[src/rtl/path_retrace_ctrl.sv]
// Move-stack controller for the maze car: records navigator moves and replays them inverted in LIFO order.
// Optional dead-end pruning (U-turn removes the top entry) is enabled by defining PATH_PRUNE_EN.
module path_retrace_ctrl #(
    parameter int DEPTH = 50,
    parameter int PTR_W = 6
) (
    input  logic             clk,
    input  logic             rst,
    input  logic             rec_valid,
    input  logic [1:0]       rec_move,
    output logic             rec_ready,
    input  logic             retrace_start,
    input  logic             abort,
    output logic             out_valid,
    output logic [1:0]       out_move,
    input  logic             out_ready,
    output logic             busy,
    output logic             done,
    output logic [PTR_W-1:0] count,
    output logic             overflow
);

    typedef enum logic [1:0] {IDLE, LOAD, OUT, DONE} state_t;

    localparam logic [PTR_W-1:0] FULL = PTR_W'(DEPTH);

    state_t           state;
    logic [1:0]       mem [DEPTH];
    logic             is_full;
    logic             prune_hit;
    logic             accept;
    logic             push_en;
    logic             drop_en;
    logic [PTR_W-1:0] count_after;
    logic [PTR_W-1:0] top_idx;

    // Swapping the two bits exchanges left/right and leaves forward/U-turn alone.
    function automatic logic [1:0] inv_move(input logic [1:0] m);
        return {m[0], m[1]};
    endfunction

    always_comb begin
        is_full = (count == FULL);
`ifdef PATH_PRUNE_EN
        prune_hit = (rec_move == 2'b11);
`else
        prune_hit = 1'b0;
`endif
        rec_ready   = (state == IDLE) && (!is_full || prune_hit);
        accept      = rec_valid && rec_ready;
        push_en     = accept && !prune_hit;
        drop_en     = (state == IDLE) && rec_valid && is_full && !prune_hit;
        top_idx     = count - 1'b1;
        count_after = count;
        if (accept && prune_hit) begin
            if (count != '0) begin
                count_after = count - 1'b1;
            end
        end else if (push_en) begin
            count_after = count + 1'b1;
        end
    end

    // Storage is never reset; count alone marks which entries are valid.
    always_ff @(posedge clk) begin
        if (push_en) begin
            mem[count] <= rec_move;
        end
    end

    always_ff @(posedge clk) begin
        if (rst) begin
            state     <= IDLE;
            count     <= '0;
            out_valid <= 1'b0;
            out_move  <= 2'b00;
            done      <= 1'b0;
            overflow  <= 1'b0;
            busy      <= 1'b0;
        end else begin
            done <= 1'b0;
            case (state)
                IDLE: begin
                    count <= count_after;
                    if (drop_en) begin
                        overflow <= 1'b1;
                    end
                    // A move accepted alongside retrace_start is counted before choosing LOAD vs DONE.
                    if (retrace_start) begin
                        if (count_after != '0) begin
                            state <= LOAD;
                            busy  <= 1'b1;
                        end else begin
                            state <= DONE;
                            done  <= 1'b1;
                        end
                    end
                end
                LOAD: begin
                    if (abort) begin
                        state <= IDLE;
                        busy  <= 1'b0;
                    end else begin
                        out_move  <= inv_move(mem[top_idx]);
                        out_valid <= 1'b1;
                        state     <= OUT;
                    end
                end
                OUT: begin
                    if (abort) begin
                        state     <= IDLE;
                        out_valid <= 1'b0;
                        busy      <= 1'b0;
                    end else if (out_ready) begin
                        out_valid <= 1'b0;
                        count     <= count - 1'b1;
                        if (count == PTR_W'(1)) begin
                            state <= DONE;
                            done  <= 1'b1;
                            busy  <= 1'b0;
                        end else begin
                            state <= LOAD;
                        end
                    end
                end
                DONE: begin
                    state <= IDLE;
                end
                default: begin
                    state <= IDLE;
                end
            endcase
        end
    end

endmodule

[config.mk]
export PLATFORM = sky130hd
export DESIGN_NAME = path_retrace_ctrl
export DESIGN_NICKNAME = d
export VERILOG_FILES = /design/src/rtl/path_retrace_ctrl.sv
export SDC_FILE = /design/constraint.sdc
export NUM_CORES = 1
export LEC_CHECK = 0
export ABC_CLOCK_PERIOD_IN_PS = 3300
export CORE_MARGIN = 3
export CORE_UTILIZATION = 42
export DETAILED_ROUTE_END_ITERATION = 10
export SYNTH_ARGS = -nofsm -noshare
export SYNTH_HDL_FRONTEND = slang
export SYNTH_SLANG_ARGS = --single-unit
[constraint.sdc]
create_clock -name clk -period 3.3 [get_ports clk]
set_input_delay 0.66 -clock clk [delete_from_list [all_inputs] [get_ports clk]]
set_output_delay 0.66 -clock clk [all_outputs]
set_load 0.005 [all_outputs]
# ---- Word-level counts from Yosys, hierarchy flattened
# Memories as Yosys holds them, arrays and structs flattened. A register that Yosys moved wholly into a read port is not among the register bits.
# Cells that the tools add are included.
dict set report op_classes {
  n_addsub 2
  eq_ne 13
  mux 30
  n_bitwise 1
  n_reduce_logical 16
}
# op n
set op_table {}
lappend op_table {{$mux W6} 3}
lappend op_table {{$mux W1} 16}
lappend op_table {{$mux W2} 6}
lappend op_table {{$pmux W6 S2} 1}
lappend op_table {{$ne A2 B2 Y1 const B} 5}
lappend op_table {{$pmux W2 S4} 1}
lappend op_table {{$add A6 B1 Y6 const B} 1}
lappend op_table {{$eq A6 B1 Y1 const B} 1}
lappend op_table {{$eq A6 B6 Y1 const B} 1}
lappend op_table {{$ne A3 B3 Y1 const B} 2}
lappend op_table {{$reduce_and A2 Y1} 3}
lappend op_table {{$reduce_and A3 Y1} 2}
lappend op_table {{$reduce_and A6 Y1} 1}
lappend op_table {{$reduce_bool A6 Y1} 1}
lappend op_table {{$sub A6 B1 Y6 const B} 1}
lappend op_table {{$eq A2 B2 Y1 const B} 2}
lappend op_table {{$logic_and A1 B1 Y1} 4}
lappend op_table {{$pmux W1 S2} 2}
lappend op_table {{$reduce_bool A2 Y1} 2}
lappend op_table {{$pmux W1 S3} 1}
lappend op_table {{$reduce_bool A3 Y1} 1}
lappend op_table {{$eq A2 B1 Y1 const B} 1}
lappend op_table {{$logic_not A2 Y1} 1}
lappend op_table {{$ne A2 B1 Y1 const B} 1}
lappend op_table {{other kinds (2)} 2}
dict set report word_totals {
  reg_bits 12
  ramBits 100
  in_bits 8
  out_inout_bits 13
  n_memories 1
}
# memory words width read_ports rd_ports_with_merged_regs wr line
set memory_table {}
lappend memory_table {mem 50 2 1 1 1 28} ;# logic [1:0] mem [DEPTH];

# ---- Depth between registers and ports, before layout
# Gate-level depths: netlist of the first run.
dict set report logic_depth {
  ltp_word 9
  mapped_depth 11
  ltp_nobuf 8
}

# ---- Worst setup path before layout of the first run
# No wires, ideal clock.
dict set report synth_timing {
  kind {reg2reg}
  start {register count[0]}
  end {register out_move[1], read port of mem}
  t_arrival_ns 2.448
  slack_ns 0.719
  path_stages_with_launch 11
  path_buffers 4
  synth_period_minus_slack_ns 2.581
  cell_sequence {dfxtp_1 buf_4 buf_4 inv_1 ha_1 buf_2 clkbuf_1 mux4_2 mux2_2 o21bai_1 a2111oi_2}
}
dict set report synth_between {
  elab_chain_len 1
}
# element line
set synth_lines {}
lappend synth_lines {{start, declared} 19} ;# output logic [PTR_W-1:0] count,
lappend synth_lines {{start signal, assigned} 84} ;# count <= count_after;
lappend synth_lines {{start signal, assigned} 116} ;# count <= count - 1'b1;
lappend synth_lines {{$sub A6 B1 Y6} 53} ;# top_idx = count - 1'b1;
lappend synth_lines {{end, declared} 15} ;# output logic [1:0] out_move,
# Every way passes these cells.
# A chain may end at the register's enable or synchronous reset.

# ---- Final worst setup path of the first run
dict set report layout_timing {
  start {register count[4]}
  end {output rec_ready}
}
dict set report layout_between {
  elab_chain_len 3
}
# element line
set layout_lines {}
lappend layout_lines {{$eq A6 B6 Y1} 43} ;# is_full = (count == FULL);
lappend layout_lines {{$logic_not A1 Y1} 49} ;# rec_ready = (state == IDLE) && (!is_full || prune_hit);
lappend layout_lines {{$logic_and A1 B1 Y1} 49}
lappend layout_lines {{end, declared} 11} ;# output logic rec_ready,
# Every way passes these cells.

==> results_tabular.tex, run 1 <==
\begin{tabular}{lr}
\hline
Metric & Value \\
\hline
\multicolumn{2}{l}{\textbf{Routing}} \\
\quad Count of routing violations after the opening detailed-route iteration & 342 \\
\quad Post-DR wirelength/cell & 20.0 um \\
\quad Total wire length after detailed routing & $\sim$11,000 um \\
\quad Vias after detailed routing & 3,207 \\
\quad Residual DRC & 0 \\
\quad Detailed-router iteration count before antenna repair & 6 \\
\quad Detail Route Antenna Nets & 0 \\
\quad Vias/cell & slightly below 6 \\
\multicolumn{2}{l}{\textbf{Clock tree}} \\
\quad Setup repair bufs after CTS & 0 \\
\quad \# resized after CTS & 0 \\
\quad CTS tree & yes \\
\quad Root buf cell & clkbuf\_16 \\
\quad Maximum buffer depth of the clock tree & 2 \\
\quad CTS Buf Count & 17 \\
\quad Register clock-pin slew on the reported worst setup and hold paths & $\sim$0.05 ns \\
\quad TritonCTS Sinks & 114 \\
\quad Cts-stage hold buffer count & 0 \\
\quad Total number of H-tree levels & 4 \\
\quad Clock latency on the worst-skew pair & 0.42 ns \\
\multicolumn{2}{l}{\textbf{Critical path}} \\
\quad Critical path arrival & 2.32 ns \\
\quad Launch point of the critical path & count[4] \\
\quad Crit-path max FO & 15 \\
\quad Type of origin of the critical path & flip-flop \\
\quad Critical register-to-register path startpoint & count[0] \\
\quad Endpoint kind of the worst setup timing path & output port \\
\quad Setup CP Type & flip-flop to output port \\
\quad Data required time at the worst endpoint & between 2 and 3 ns \\
\multicolumn{2}{l}{\textbf{Timing}} \\
\quad Setup skew after layout & between 0.008 and 0.009 ns \\
\quad Slew headroom & 52.2\% \\
\quad Number of setup violations in the final report & 0 \\
\quad Final setup TNS & 0 ns \\
\quad Minimum hold slack & 0.473 ns \\
\quad Unrepaired setup endpoints after global routing & no \\
\quad Min cycle time layout & 2.98 ns \\
\quad Setup WS post-layout & 0.318 ns \\
\quad Ratio of final minimum period to clock period & about 90\% \\
\quad Max Transition Viols Final & 0 \\
\quad Total count of hold-check failures in the final report & 0 \\
\quad Worst Max-Slew Pin Slew & 0.716 ns \\
\quad Top achievable clock speed & around 340 MHz \\
\multicolumn{2}{l}{\textbf{Die}} \\
\quad Placeable core region & between 10,000 and 15,000 um2 \\
\quad Effective utilization at floorplan & 44.0\% \\
\quad Number of cell rows & 39 \\
\quad Total Die Area & $\sim$14,000 um2 \\
\quad Overall die height & 117 um \\
\quad Die Width & roughly 120 um \\
\quad I/O pin cnt & 21 \\
\multicolumn{2}{l}{\textbf{GRT}} \\
\quad Number of antenna violations at the first check in global routing & 0 \\
\quad All-layer global routing usage & 17.9\% \\
\quad Global-route wire length before repair & 17,400 um \\
\quad Vias in the first global route & $\sim$3,100 \\
\quad Largest net degree at the start of global routing & 51 \\
\quad Grt ovf & 0 \\
\multicolumn{2}{l}{\textbf{Finish}} \\
\quad Number of nets in the layout & approximately 420 \\
\quad Ratio of cells with drive above 1 in the final layout & between 10\% and 20\% \\
\quad Non-filler instance count after layout & 556 \\
\quad Area added between synthesis and finish & 19.1\% \\
\quad Count of inserted antenna diode cells & 0 \\
\multicolumn{2}{l}{\textbf{Synth}} \\
\quad Register area share after synthesis & between 60\% and 70\% \\
\quad Count of warnings emitted by yosys & 0 \\
\quad Post-synthesis share of cell area spent on xor and xnor gates & under 10\% \\
\quad Distinct cells, synth & 47 \\
\quad Top-area cell type share of the netlist area & 58.2\% \\
\quad Post-Synthesis Cell Area & just over 5000 um2 \\
\quad Fraction of registers with async set/reset & 0\% \\
\quad Top cells by area, synth & edfxtp\_1 (58\%), mux4\_2 (10\%), dfxtp\_1 (5.4\%) \\
\quad Number of flops mapped to enable cells by yosys & 100 \\
\quad Multiplexer fraction of the synthesized cell area & 12.3\% \\
\quad Primary flip-flop cell chosen by synthesis mapping & edfxtp\_1 \\
\quad Post-synthesis area per instance & roughly 14 um2 \\
\quad Synthesized flop and latch total & 114 \\
\quad Mapped Nets & 386 \\
\quad Adder and majority cell fraction of the synthesized area & 1.94\% \\
\quad Cell type contributing the most total cell area after synthesis & edfxtp\_1 \\
\quad Largest family of logic cells by synthesized area & multiplexers \\
\quad Synthesized netlist cell count & 370 \\
\quad Share of synthesized cell area in and, or, nand and nor gates & 10.9\% \\
\quad Area fraction in compound gates after synthesis & 7.09\% \\
\multicolumn{2}{l}{\textbf{Pwr}} \\
\quad Worst ir drop on vdd & 385 uV \\
\quad Pwr dens & between 900 and 1000 nW/um2 \\
\quad LEAKAGE & 1.98 nW \\
\multicolumn{2}{l}{\textbf{Placed design}} \\
\quad \# placed instances & 524 \\
\quad Detailed-placement wirelength estimate & 7050 um \\
\quad Quantity of I/O buffers inserted on ports & 20 \\
\quad Post-Place Setup Slack & 0.499 ns \\
\quad Gpl congestion & $\sim$0.77 \\
\multicolumn{2}{l}{\textbf{Min path}} \\
\quad Min-delay src & overflow \\
\quad Worst hold path type & flip-flop to flip-flop \\
\multicolumn{2}{l}{\textbf{Flow run}} \\
\quad Max cap viols & 0 \\
\multicolumn{2}{l}{\textbf{Outcome}} \\
\quad Run status & finished, final reports clean \\
\hline
\end{tabular}
## logic make-up after synthesis
group | after synthesis
XOR/XNOR | 7
multiplexers | 33
flip-flops | 114
AND/OR/NAND/NOR | 128
buffers and inverters | 30
AO/OA/AOI/OAI | 50
adder cells (fa/ha/maj) | 8
## registers in the layout, indices dropped and copies added (netlist names)
register / cells
busy: 1
count: 6
done: 1
mem: 100
out_move: 2
out_valid: 1
overflow: 1
state: 2
## power breakdown
group / total (W) / internal, W / switching (W)
clock network: 0.00190 / 0.00125 / 0.000647
logic: 0.00226 / 0.000982 / 0.00128
registers: 0.00173 / 0.00166 / 0.0000786
## worst max-delay path: stages, from the launching register on
cell	delay [ns]
dfxtp_1	0.67
nand3b_1	0.32
nor3_1	0.39
nor2_1	0.08
clkdlybuf4s50_1	0.46
## final timing paths
kind,end,slack (ns),cells past startpoint
worst max-delay path,rec_ready,0.32,4
worst min-delay path,overflow,0.47,2
worst max register to register,out_move[1],0.63,8
worst min register to register,overflow,0.47,2
## routing by layer
metal  GRT usage (%)  wire [um]  vias up
li1                -          -     1462
met1            24.0       4880     1612
met2            27.8       5310      113
met3            4.94        670       20
met4            7.72        250        0
met5               0          0        -
## final cells by class
type                            instances  area, um2
Fill cell                             996       5570
Sequential cell                       114       3280
Timing Repair Buffer                   30        288
Multi-Input combinational cell        226       1740
Inverter                               11       41.3
Tap cell                              143        179
Clock inverter                         15        189
Clock buffer                           17        425
## metrics by stage
stage / instance area (um2) / util, % / total power (W)
finish: 6140 / 52.4 / 0.00589
global route: 6140 / 52.4 / 0.00622
CTS: 6140 / 52.4 / 0.00594
detailed placement: 5530 / 47.2 / 0.00402
global placement: 5530 / 47.2 / 0.00400
floorplan: 5160 / - / 0.00336
## layout by cell type (no fill, tap or decap), types with 2 or more instances in the layout
cell type	n
edfxtp_1	100
nor2_1	73
mux4_2	24
nand2_1	20
clkdlybuf4s50_1	20
clkbuf_16	17
dfxtp_1	13
a211oi_1	12
inv_1	11
buf_4	9
o21ai_0	8
a21oi_1	8
ha_1	8
mux2i_1	7
nand3_1	6
nor3_1	5
xnor2_1	5
nor2b_1	5
and3_1	4
and2_1	4
bufinv_16	4
o22ai_1	3
nand4_1	3
a2111oi_2	3
clkinv_2	3
clkinv_1	3
a22oi_1	2
mux2_2	2
o21bai_1	2
nand2b_1	2
nor4_1	2
a31oi_1	2
inv_6	2
clkinv_4	2
## synthesized netlist by cell type, drive strengths merged, types with 2 or more instances
cell / count
edfxtp: 100
nor2: 73
mux4: 24
nand2: 20
dfxtp: 14
a211oi: 12
inv: 11
buf: 10
clkbuf: 9
a21oi: 8
ha: 8
o21ai: 8
mux2i: 7
nand3: 6
nor3: 6
xnor2: 6
nor2b: 5
and2: 4
and3: 4
a2111oi: 3
nand4: 3
o22ai: 3
a22oi: 2
a31oi: 2
mux2: 2
nand2b: 2
nor4: 2
o21bai: 2
No activity file was read; power rests on OpenSTA's default activity.
==> run 2: changes to the inputs <==
--- a/config.mk
+++ b/config.mk
@@ -6,9 +6,12 @@
 export NUM_CORES = 1
 export LEC_CHECK = 0
 export ABC_CLOCK_PERIOD_IN_PS = 3300
+export CAP_MARGIN = 20
 export CORE_MARGIN = 3
 export CORE_UTILIZATION = 42
+export CTS_CLUSTER_SIZE = 12
 export DETAILED_ROUTE_END_ITERATION = 10
+export PLACE_DENSITY = 0.62
 export SYNTH_ARGS = -nofsm -noshare
 export SYNTH_HDL_FRONTEND = slang
 export SYNTH_SLANG_ARGS = --single-unit
==> results_tabular.tex, run 2 (same netlist as run 1, synthesis figures left out) <==
\begin{tabular}{lr}
\hline
Metric & Value \\
\hline
\multicolumn{2}{l}{\textbf{Finish}} \\
\quad Number of inserted filler cells in the final layout & 981 (was 996) \\
\quad Register with the highest flop count & mem (unchanged) \\
\quad Most frequent cells in the layout & edfxtp\_1 (100), nor2\_1 (73), mux4\_2 (24) (unchanged) \\
\quad Flip-flop count of the largest register, all copies and words added & 100 (unchanged) \\
\quad Ratio of cells with drive above 1 in the final layout & 18.0\% (was 17.7\%) \\
\quad Count of inserted antenna diode cells & 0 (unchanged) \\
\quad Most frequent standard cell in the layout excluding fill and tap cells & edfxtp\_1 (unchanged) \\
\quad Multi-input gate area in the final layout & 1740 um2 (unchanged) \\
\quad Number of nets in the layout & 415 (was 416) \\
\quad Largest registers & mem: 100 flops, count: 6 flops (unchanged) \\
\quad Final core area utilization & 52.4\% (about the same) \\
\quad Area added between synthesis and finish & 19.1\% (about the same) \\
\quad Area taken by flip-flops and latches & 3280 um2 (unchanged) \\
\multicolumn{2}{l}{\textbf{GRT}} \\
\quad Layer with the highest usage after global routing & met2 (unchanged) \\
\quad Global-route wire length before repair & 17,400 um (about the same) \\
\quad Number of antenna violations at the first check in global routing & 0 (unchanged) \\
\quad Global routing met1 resource utilization & 22.1\% (was 24.0\%) \\
\quad Largest net degree at the start of global routing & 51 (unchanged) \\
\quad Grt ovf & 0 (unchanged) \\
\quad Met3 Resource Use GR & 5.30\% (was 4.94\%) \\
\quad All-layer global routing usage & 17.7\% (was 17.9\%) \\
\quad Met2 Use GR & 29.1\% (was 27.8\%) \\
\quad Vias in the first global route & 3,251 (was 3,123) \\
\multicolumn{2}{l}{\textbf{Clock tree}} \\
\quad CTS tree & yes (unchanged) \\
\quad Cts-stage hold buffer count & 0 (unchanged) \\
\quad Root buf cell & clkbuf\_16 (unchanged) \\
\quad TritonCTS Sinks & 114 (unchanged) \\
\quad Register clock-pin slew on the reported worst setup and hold paths & 0.05 ns (about the same) \\
\quad CTS Buf Count & 17 (unchanged) \\
\quad Setup repair bufs after CTS & 0 (unchanged) \\
\quad \# resized after CTS & 0 (unchanged) \\
\quad Total number of H-tree levels & 4 (unchanged) \\
\quad Maximum buffer depth of the clock tree & 2 (unchanged) \\
\quad Clock latency on the worst-skew pair & 0.41 ns (was 0.42 ns) \\
\multicolumn{2}{l}{\textbf{Placed design}} \\
\quad Quantity of I/O buffers inserted on ports & 20 (unchanged) \\
\quad Gpl congestion & 0.778 (was 0.767) \\
\quad Detailed-placement wirelength estimate & 6970 um (was 7050 um) \\
\multicolumn{2}{l}{\textbf{Timing}} \\
\quad Setup skew after layout & 0.0112 ns (was 0.00883 ns) \\
\quad Min cycle time layout & 2.92 ns (was 2.98 ns) \\
\quad Max Transition Viols Final & 0 (unchanged) \\
\quad Slew headroom & 51.2\% (was 52.2\%) \\
\quad Ratio of final minimum period to clock period & 88.4\% (was 90.4\%) \\
\quad Top achievable clock speed & 343 MHz (was 335 MHz) \\
\quad Total count of hold-check failures in the final report & 0 (unchanged) \\
\quad Number of setup violations in the final report & 0 (unchanged) \\
\quad Worst Max-Slew Pin Slew & 0.732 ns (was 0.716 ns) \\
\quad Unrepaired setup endpoints after global routing & no (unchanged) \\
\quad Final setup TNS & 0 ns (unchanged) \\
\multicolumn{2}{l}{\textbf{Pwr}} \\
\quad Worst ir drop on vdd & 470 uV (was 385 uV) \\
\quad LEAKAGE & 1.98 nW (about the same) \\
\quad Pwr dens & 955 nW/um2 (was 959 nW/um2) \\
\multicolumn{2}{l}{\textbf{Flow run}} \\
\quad Max cap viols & 0 (unchanged) \\
\multicolumn{2}{l}{\textbf{Die}} \\
\quad Total Die Area & 13,600 um2 (unchanged) \\
\quad I/O pin cnt & 21 (unchanged) \\
\quad Effective utilization at floorplan & 44.0\% (unchanged) \\
\quad Overall die height & 117 um (unchanged) \\
\quad Die Width & 117 um (unchanged) \\
\quad Placeable core region & 11,700 um2 (unchanged) \\
\quad Number of cell rows & 39 (unchanged) \\
\multicolumn{2}{l}{\textbf{Critical path}} \\
\quad Critical register-to-register path startpoint & count[0] (unchanged) \\
\quad Endpoint kind of the worst setup timing path & output port (unchanged) \\
\quad Setup CP Type & flip-flop to output port (unchanged) \\
\quad Largest stage delay on the critical path & 0.66 ns (was 0.67 ns) \\
\quad Critical path arrival & 2.26 ns (was 2.32 ns) \\
\quad Data required time at the worst endpoint & 2.64 ns (about the same) \\
\quad Sequence of cells on the critical path & nand3b\_1 > nor3\_1 > nor2\_1 > clkdlybuf4s50\_1 (unchanged) \\
\quad Type of origin of the critical path & flip-flop (unchanged) \\
\quad Crit-path max FO & 15 (unchanged) \\
\quad Slowest stage cell, crit path & dfxtp\_1 (unchanged) \\
\quad Reg2Reg Setup Slack & 0.57 ns (was 0.63 ns) \\
\quad Launch point of the critical path & count[4] (unchanged) \\
\multicolumn{2}{l}{\textbf{Routing}} \\
\quad Vias after detailed routing & 3,186 (was 3,207) \\
\quad Residual DRC & 0 (unchanged) \\
\quad Count of routing violations after the opening detailed-route iteration & 308 (was 342) \\
\quad Detail Route Antenna Nets & 0 (unchanged) \\
\quad Detailed-router iteration count before antenna repair & 5 (was 6) \\
\quad Vias/cell & 5.74 (was 5.77) \\
\quad Total wire length after detailed routing & 10,900 um (was 11,100 um) \\
\quad Post-DR wirelength/cell & 19.6 um (was 20.0 um) \\
\multicolumn{2}{l}{\textbf{Min path}} \\
\quad Worst hold path type & flip-flop to flip-flop (unchanged) \\
\quad Min-delay src & overflow (unchanged) \\
\multicolumn{2}{l}{\textbf{Outcome}} \\
\quad Run status & finished, final reports clean (unchanged) \\
\hline
\end{tabular}
-- run 2: cell type report --
cell class                 count  area share (%)
inverter                      11           0.672
clock buffer                  18            6.99
clock inverter                14            3.32
tap                          143            2.91
sequential                   114            53.5
multi-input combinational    226            28.3
timing repair buffer          29            4.36
-- run 2: final timing paths --
path / to / depth (start not counted)
min reg2reg: overflow / 2
min: overflow / 2
max: rec_ready / 4
max reg2reg: out_move[0] / 8
-- run 2: critical path: cells and delay by family, from the launching register on --
kind          cells  cell delay [ns]
buf+inv           1             0.45
flops             1             0.66
simple gates      3             0.75
-- run 2: metal layers --
| layer | up-vias | routed length, um |
|---|---|---|
| li1 | 1468 | - |
| met1 | 1610 | 4780 |
| met2 | 91 | 5400 |
| met3 | 17 | 484 |
| met4 | 0 | 202 |
| met5 | - | 0 |
-- run 2: through the flow --
stage | hold slack, ns | power [W] | cell area [um2] | setup slack [ns] | instances
2_1_floorplan | 0.461 | 0.00336 | 5160 | 0.719 | 370
3_3_place_gp | 0.463 | 0.00395 | 5510 | 0.533 | 523
3_5_place_dp | 0.465 | 0.00397 | 5510 | 0.530 | 523
4_1_cts | 0.478 | 0.00592 | 6140 | 0.368 | 555
5_1_grt | 0.497 | 0.00621 | 6140 | 0.147 | 555
6_report | 0.474 | 0.00586 | 6140 | 0.382 | 555
-- run 2: power by group --
group	total, W	switching (W)	leakage (nW)	internal (W)
logic	0.00218	0.00123	0.658	0.000950
clock network	0.00194	0.000665	0.303	0.00128
registers	0.00175	0.0000940	1.01	0.00165
